===== config.mk =====
export PLATFORM = sky130hd
export DESIGN_NAME = irq_latch_6
export DESIGN_NICKNAME = d
export VERILOG_FILES = /design/src/rtl/irq_latch_6.sv
export SDC_FILE = /design/constraint.sdc
export NUM_CORES = 1
export LEC_CHECK = 0
export CORE_ASPECT_RATIO = 1.25
export CORE_MARGIN = 8
export CORE_UTILIZATION = 39
export CTS_CLUSTER_DIAMETER = 50
export DETAILED_ROUTE_END_ITERATION = 10
export PLACE_DENSITY = 0.7
export SYNTH_ARGS = -nofsm -noshare
export SYNTH_HDL_FRONTEND = slang
export SYNTH_SLANG_ARGS = --single-unit

===== constraint.sdc =====
create_clock -name clock -period 1.8 [get_ports clock]
set_input_delay 0.18 -clock clock [delete_from_list [all_inputs] [get_ports clock]]
set_output_delay 0.18 -clock clock [all_outputs]
set_load 0.01 [all_outputs]

===== src/rtl/irq_latch_6.sv =====
// -----------------------------------------------------------------------------
// irq_latch_6
//
// Six-source interrupt latch with a single-offer handshake.
//
// Each raw request line is brought into the clock domain through a two-flop
// synchronizer and optionally inverted (POLARITY_MASK) to give an active-high
// "norm" signal. Level sources follow norm directly; edge sources latch a
// rising edge of norm and hold it until the consumer acknowledges that
// source. The enable mask only hides sources from the outputs; latching
// continues underneath. A small IDLE/OFFER/RECOVER machine presents the
// highest-index pending source and holds that offer until it is acknowledged.
//
// Parameters
//   POLARITY_MASK : bit i = 1 -> source i is active-low
//   EDGE_MASK     : bit i = 1 -> source i is rising-edge triggered, else level
//
// Ports
//   clock        in   sole clock, rising edge
//   reset_n      in   synchronous active-low reset
//   req_in[5:0]  in   raw request lines, asynchronous to clock
//   enable_mask  in   per-source presentation enable
//   ack          in   consumer acknowledge of the current offer
//   pending[5:0] out  latched requests gated by enable_mask
//   any_pending  out  OR of pending
//   irq_valid    out  an offer is being presented
//   irq_id[2:0]  out  index of the offered source (0 when idle)
// -----------------------------------------------------------------------------
module irq_latch_6 #(
    parameter logic [5:0] POLARITY_MASK = 6'b000000,
    parameter logic [5:0] EDGE_MASK     = 6'b000000
) (
    input  logic       clock,
    input  logic       reset_n,
    input  logic [5:0] req_in,
    input  logic [5:0] enable_mask,
    input  logic       ack,
    output logic [5:0] pending,
    output logic       any_pending,
    output logic       irq_valid,
    output logic [2:0] irq_id
);

    typedef enum logic [1:0] {
        S_IDLE    = 2'd0,
        S_OFFER   = 2'd1,
        S_RECOVER = 2'd2
    } state_t;

    logic [5:0] r_sync1;
    logic [5:0] r_sync2;
    logic [5:0] r_prev;
    logic [5:0] r_raw_pend;
    state_t     r_state;
    logic       r_irq_valid;
    logic [2:0] r_irq_id;

    logic [5:0] w_norm;
    logic [5:0] w_rise;
    logic [5:0] w_clr;
    logic [5:0] w_raw_next;
    logic       w_ack_ok;
    logic [2:0] w_hi_id;

    assign w_norm   = r_sync2 ^ POLARITY_MASK;
    assign w_rise   = w_norm & ~r_prev;
    assign w_ack_ok = ack && (r_state == S_OFFER);

    // One-hot clear for the source being acknowledged; only edge sources use it.
    always_comb begin
        w_clr = '0;
        for (int i = 0; i < 6; i++) begin
            w_clr[i] = w_ack_ok && (r_irq_id == 3'(i));
        end
    end

    // Edge sources: a new rising edge beats a simultaneous clear.
    // Level sources simply track the normalized input.
    assign w_raw_next = (EDGE_MASK & (w_rise | (r_raw_pend & ~w_clr)))
                      | (~EDGE_MASK & w_norm);

    assign pending     = r_raw_pend & enable_mask;
    assign any_pending = |pending;
    assign irq_valid   = r_irq_valid;
    assign irq_id      = r_irq_id;

    // Highest-index visible source wins; ascending scan lets later bits override.
    always_comb begin
        w_hi_id = 3'd0;
        for (int i = 0; i < 6; i++) begin
            if (pending[i]) begin
                w_hi_id = 3'(i);
            end
        end
    end

    // Synchronizer, edge history and raw pending latch. Reset parks the
    // synchronizer at the inactive level so releasing reset never fakes an edge.
    always_ff @(posedge clock) begin
        if (!reset_n) begin
            r_sync1    <= POLARITY_MASK;
            r_sync2    <= POLARITY_MASK;
            r_prev     <= POLARITY_MASK;
            r_raw_pend <= '0;
        end else begin
            r_sync1    <= req_in;
            r_sync2    <= r_sync1;
            r_prev     <= w_norm;
            r_raw_pend <= w_raw_next;
        end
    end

    // Offer machine with registered outputs. The offered id is captured on
    // entry to OFFER and held regardless of what the source does afterwards.
    always_ff @(posedge clock) begin
        if (!reset_n) begin
            r_state     <= S_IDLE;
            r_irq_valid <= 1'b0;
            r_irq_id    <= 3'd0;
        end else begin
            case (r_state)
                S_IDLE: begin
                    if (any_pending) begin
                        r_state     <= S_OFFER;
                        r_irq_valid <= 1'b1;
                        r_irq_id    <= w_hi_id;
                    end else begin
                        r_irq_valid <= 1'b0;
                        r_irq_id    <= 3'd0;
                    end
                end
                S_OFFER: begin
                    if (ack) begin
                        r_state     <= S_RECOVER;
                        r_irq_valid <= 1'b0;
                        r_irq_id    <= 3'd0;
                    end
                end
                S_RECOVER: begin
                    r_state     <= S_IDLE;
                    r_irq_valid <= 1'b0;
                    r_irq_id    <= 3'd0;
                end
                default: begin
                    r_state     <= S_IDLE;
                    r_irq_valid <= 1'b0;
                    r_irq_id    <= 3'd0;
                end
            endcase
        end
    end

endmodule


==> flow_summary.ini <==
[run_status]
status = finished clean

[clock_network]
htreeDepth = 1
hold_buffers = 0
post_cts_buffers = 0
cts_max_path_buffers = 2
cts_root_buf = clkbuf_4
clkTransAtPathRegs_ns = 0.11
clock_latency_ns = 0.29
numCtsBuffers = 3
clock-sinks = 24
cts_resized = 2
tritoncts = built

[global_routing]
antenna_found_initial = 0
track_usage_pct = 7.87
gr-total-overflow = 0
grt_pass1_wl_mm = 2.44
grt_pass1_vias = 580
grt_max_degree = 25

[sta]
hold_viol = 0
slew_violations = 0
relSlewSlack_pct = 84.4
fmax_ghz = 0.601
setup_viol = 0
hold_slack_ns = 0.443
worst_pin_slew_ns = 0.233
finalCritPeriodShare_pct = 92.4
fin_ws_ns = 0.137
skew_ns = 0.00212
period_needed_ns = 1.66
grt_setup_unrepaired = false

[layout]
seqCellArea_um2 = 480
multiInputGateArea_um2 = 292
fill_cells = 179
area_growth_pct = 40.3
utilization_pct = 56.7
antenna_cells = 0
final_nets = 119
drive_above_1_share_pct = 9.80

[route]
dr_total_vias = 569
vias_per_cell = 4.66
first_iter_violations = 11
postRouteAntennaNets = 0
wl_mm = 1.42
route.detailed.drc = 0
drt-wirelength-per-cell_um = 11.6
drt_first_pass_iters = 4

[worst_setup_path]
start_kind = flop
cp_slowest_cell = or4_4
critPathTopFamily = simple AND/OR/NAND/NOR gates
reg2regPathDepth = 4
worst-path-max-fanout = 2
worstPathBufferInverterCount = 1
cp-endpoint = any_pending
required_ns = 1.62
r2r_end = irq_id[0]
r2r_setup_slack_ns = 0.29
reg2reg_from = r_raw_pend[2]
crit_type = flop to primary output
critPathLaunch = r_raw_pend[2]
cp-end-kind = primary output
critical_path_arrival_ns = 1.48
path_depth = 3
crit_chain = a22o_1 > or4_4 > clkbuf_2
critPathMaxStageDelay_ns = 0.48

[floorplanning]
fp.dieH_um = 66.1
die_area_mm2 = 0.00371
start_util_pct = 40.4
rows = 18
design.core.area_mm2 = 0.00194
die_x_um = 56.1
io_pins = 26

[yosys]
ys_top_cells_by_count = 26 x and2_1, 24 x dfxtp_1, 3 x nand2_1
synth_nets = 87
yosysSeqAreaShare_pct = 61.3
synth_top_area_share_pct = 61.3
syn_area_um2 = 783
synth_seq_cells = 24
synth_area_leaders = dfxtp_1 61%, and2_1 21%, a22o_1 2.2%
synth_edf_count = 0
synth_ff_type = dfxtp_1
async_flop_share_pct = 0
yosys_warnings = 0
syn_area_per_cell_um2 = 10.9
synth_most_common_cell = and2_1
netlist.top_cell.by_area = dfxtp_1
ys_types = 17
syn_inst = 72

[power_and_ir_drop]
static-leakage-power_nw = 0.463
peakVddDrop_mv = 0.560
powerDensity_mw_per_mm2 = 775

[run]
drv_cap = 0

[placed_design]
dp_slack_ns = -0.196
dp_hpwl_mm = 1.15
gp_congestion = 0.821
io_buffers = 25

[min_path]
hold_class = flop to flop
[per-layer routing]
metal  GRT usage [%]  vias up  part of all wire, %
met5               0        -                    0
met4            2.71        0                    0
met3            3.85        0                   12
met2            13.3       23                   44
met1            8.33      252                   43
li1                -      294                    -
[sequential cells by signal, summed over array words and instances, names as in the netlist]
signal,flops
irq_valid,1
irq_id,3
r_raw_pend,6
r_state,2
r_sync2,6
r_sync1,6
[area by class of cell]
class	instances	area share, %
multi-input combinational	45	26.5
tap	20	2.28
clock buffer	3	2.05
sequential	24	43.7
inverter	1	0.342
timing repair buffer	29	25.1
[kinds of logic (layout without fill, tap and decap cells)]
| family | Yosys count | in the layout | share of synthesized area, % |
|---|---|---|---|
| flops | 24 | 24 | 61.3 |
| buf+inv | 3 | 33 | 1.44 |
| compound gates | 10 | 10 | 8.95 |
| simple gates | 35 | 35 | 28.3 |
[cells in the final DEF, fill, tap and decap left out, drive strengths merged, types with 2 or more instances in the layout]
| cell type | instances |
|---|---|
| buf | 4 |
| clkdlybuf4s50 | 24 |
| o21ai | 2 |
| a22o | 2 |
| o21a | 2 |
| and2 | 27 |
| dfxtp | 24 |
| a21oi | 2 |
| clkbuf | 4 |
| nand2 | 3 |
[where the power goes]
group	switching (mW)	internal, mW
sequential	0.00552	0.551
clock	0.129	0.0777
combinational	0.0297	0.0582
[worst min-delay path by stage]
stage	start	endpoint	slack, ns	cells past startpoint
after global routing	req_in[1]	r_sync1[1]	0.44	2
final	r_sync2[3]	r_raw_pend[3]	0.44	1
after CTS	r_sync2[3]	r_raw_pend[3]	0.45	1
after global placement	r_sync2[2]	r_raw_pend[2]	0.41	1
after detailed placement	r_sync2[3]	r_raw_pend[3]	0.42	1
after floorplan	reset_n	r_raw_pend[3]	0.30	1
[through the flow]
step                instance area (µm²)  total power, mW  setup TNS (ns)  instances
finish                             1100            0.851               0        122
detailed placement                 1080            0.660          -0.204        119
floorplan                           783            0.604               0         72
CTS                                1100            0.867               0        122
global placement                   1080            0.656          -0.178        119
global route                       1100            0.897               0        122
Power figures use the tool's default switching activity.
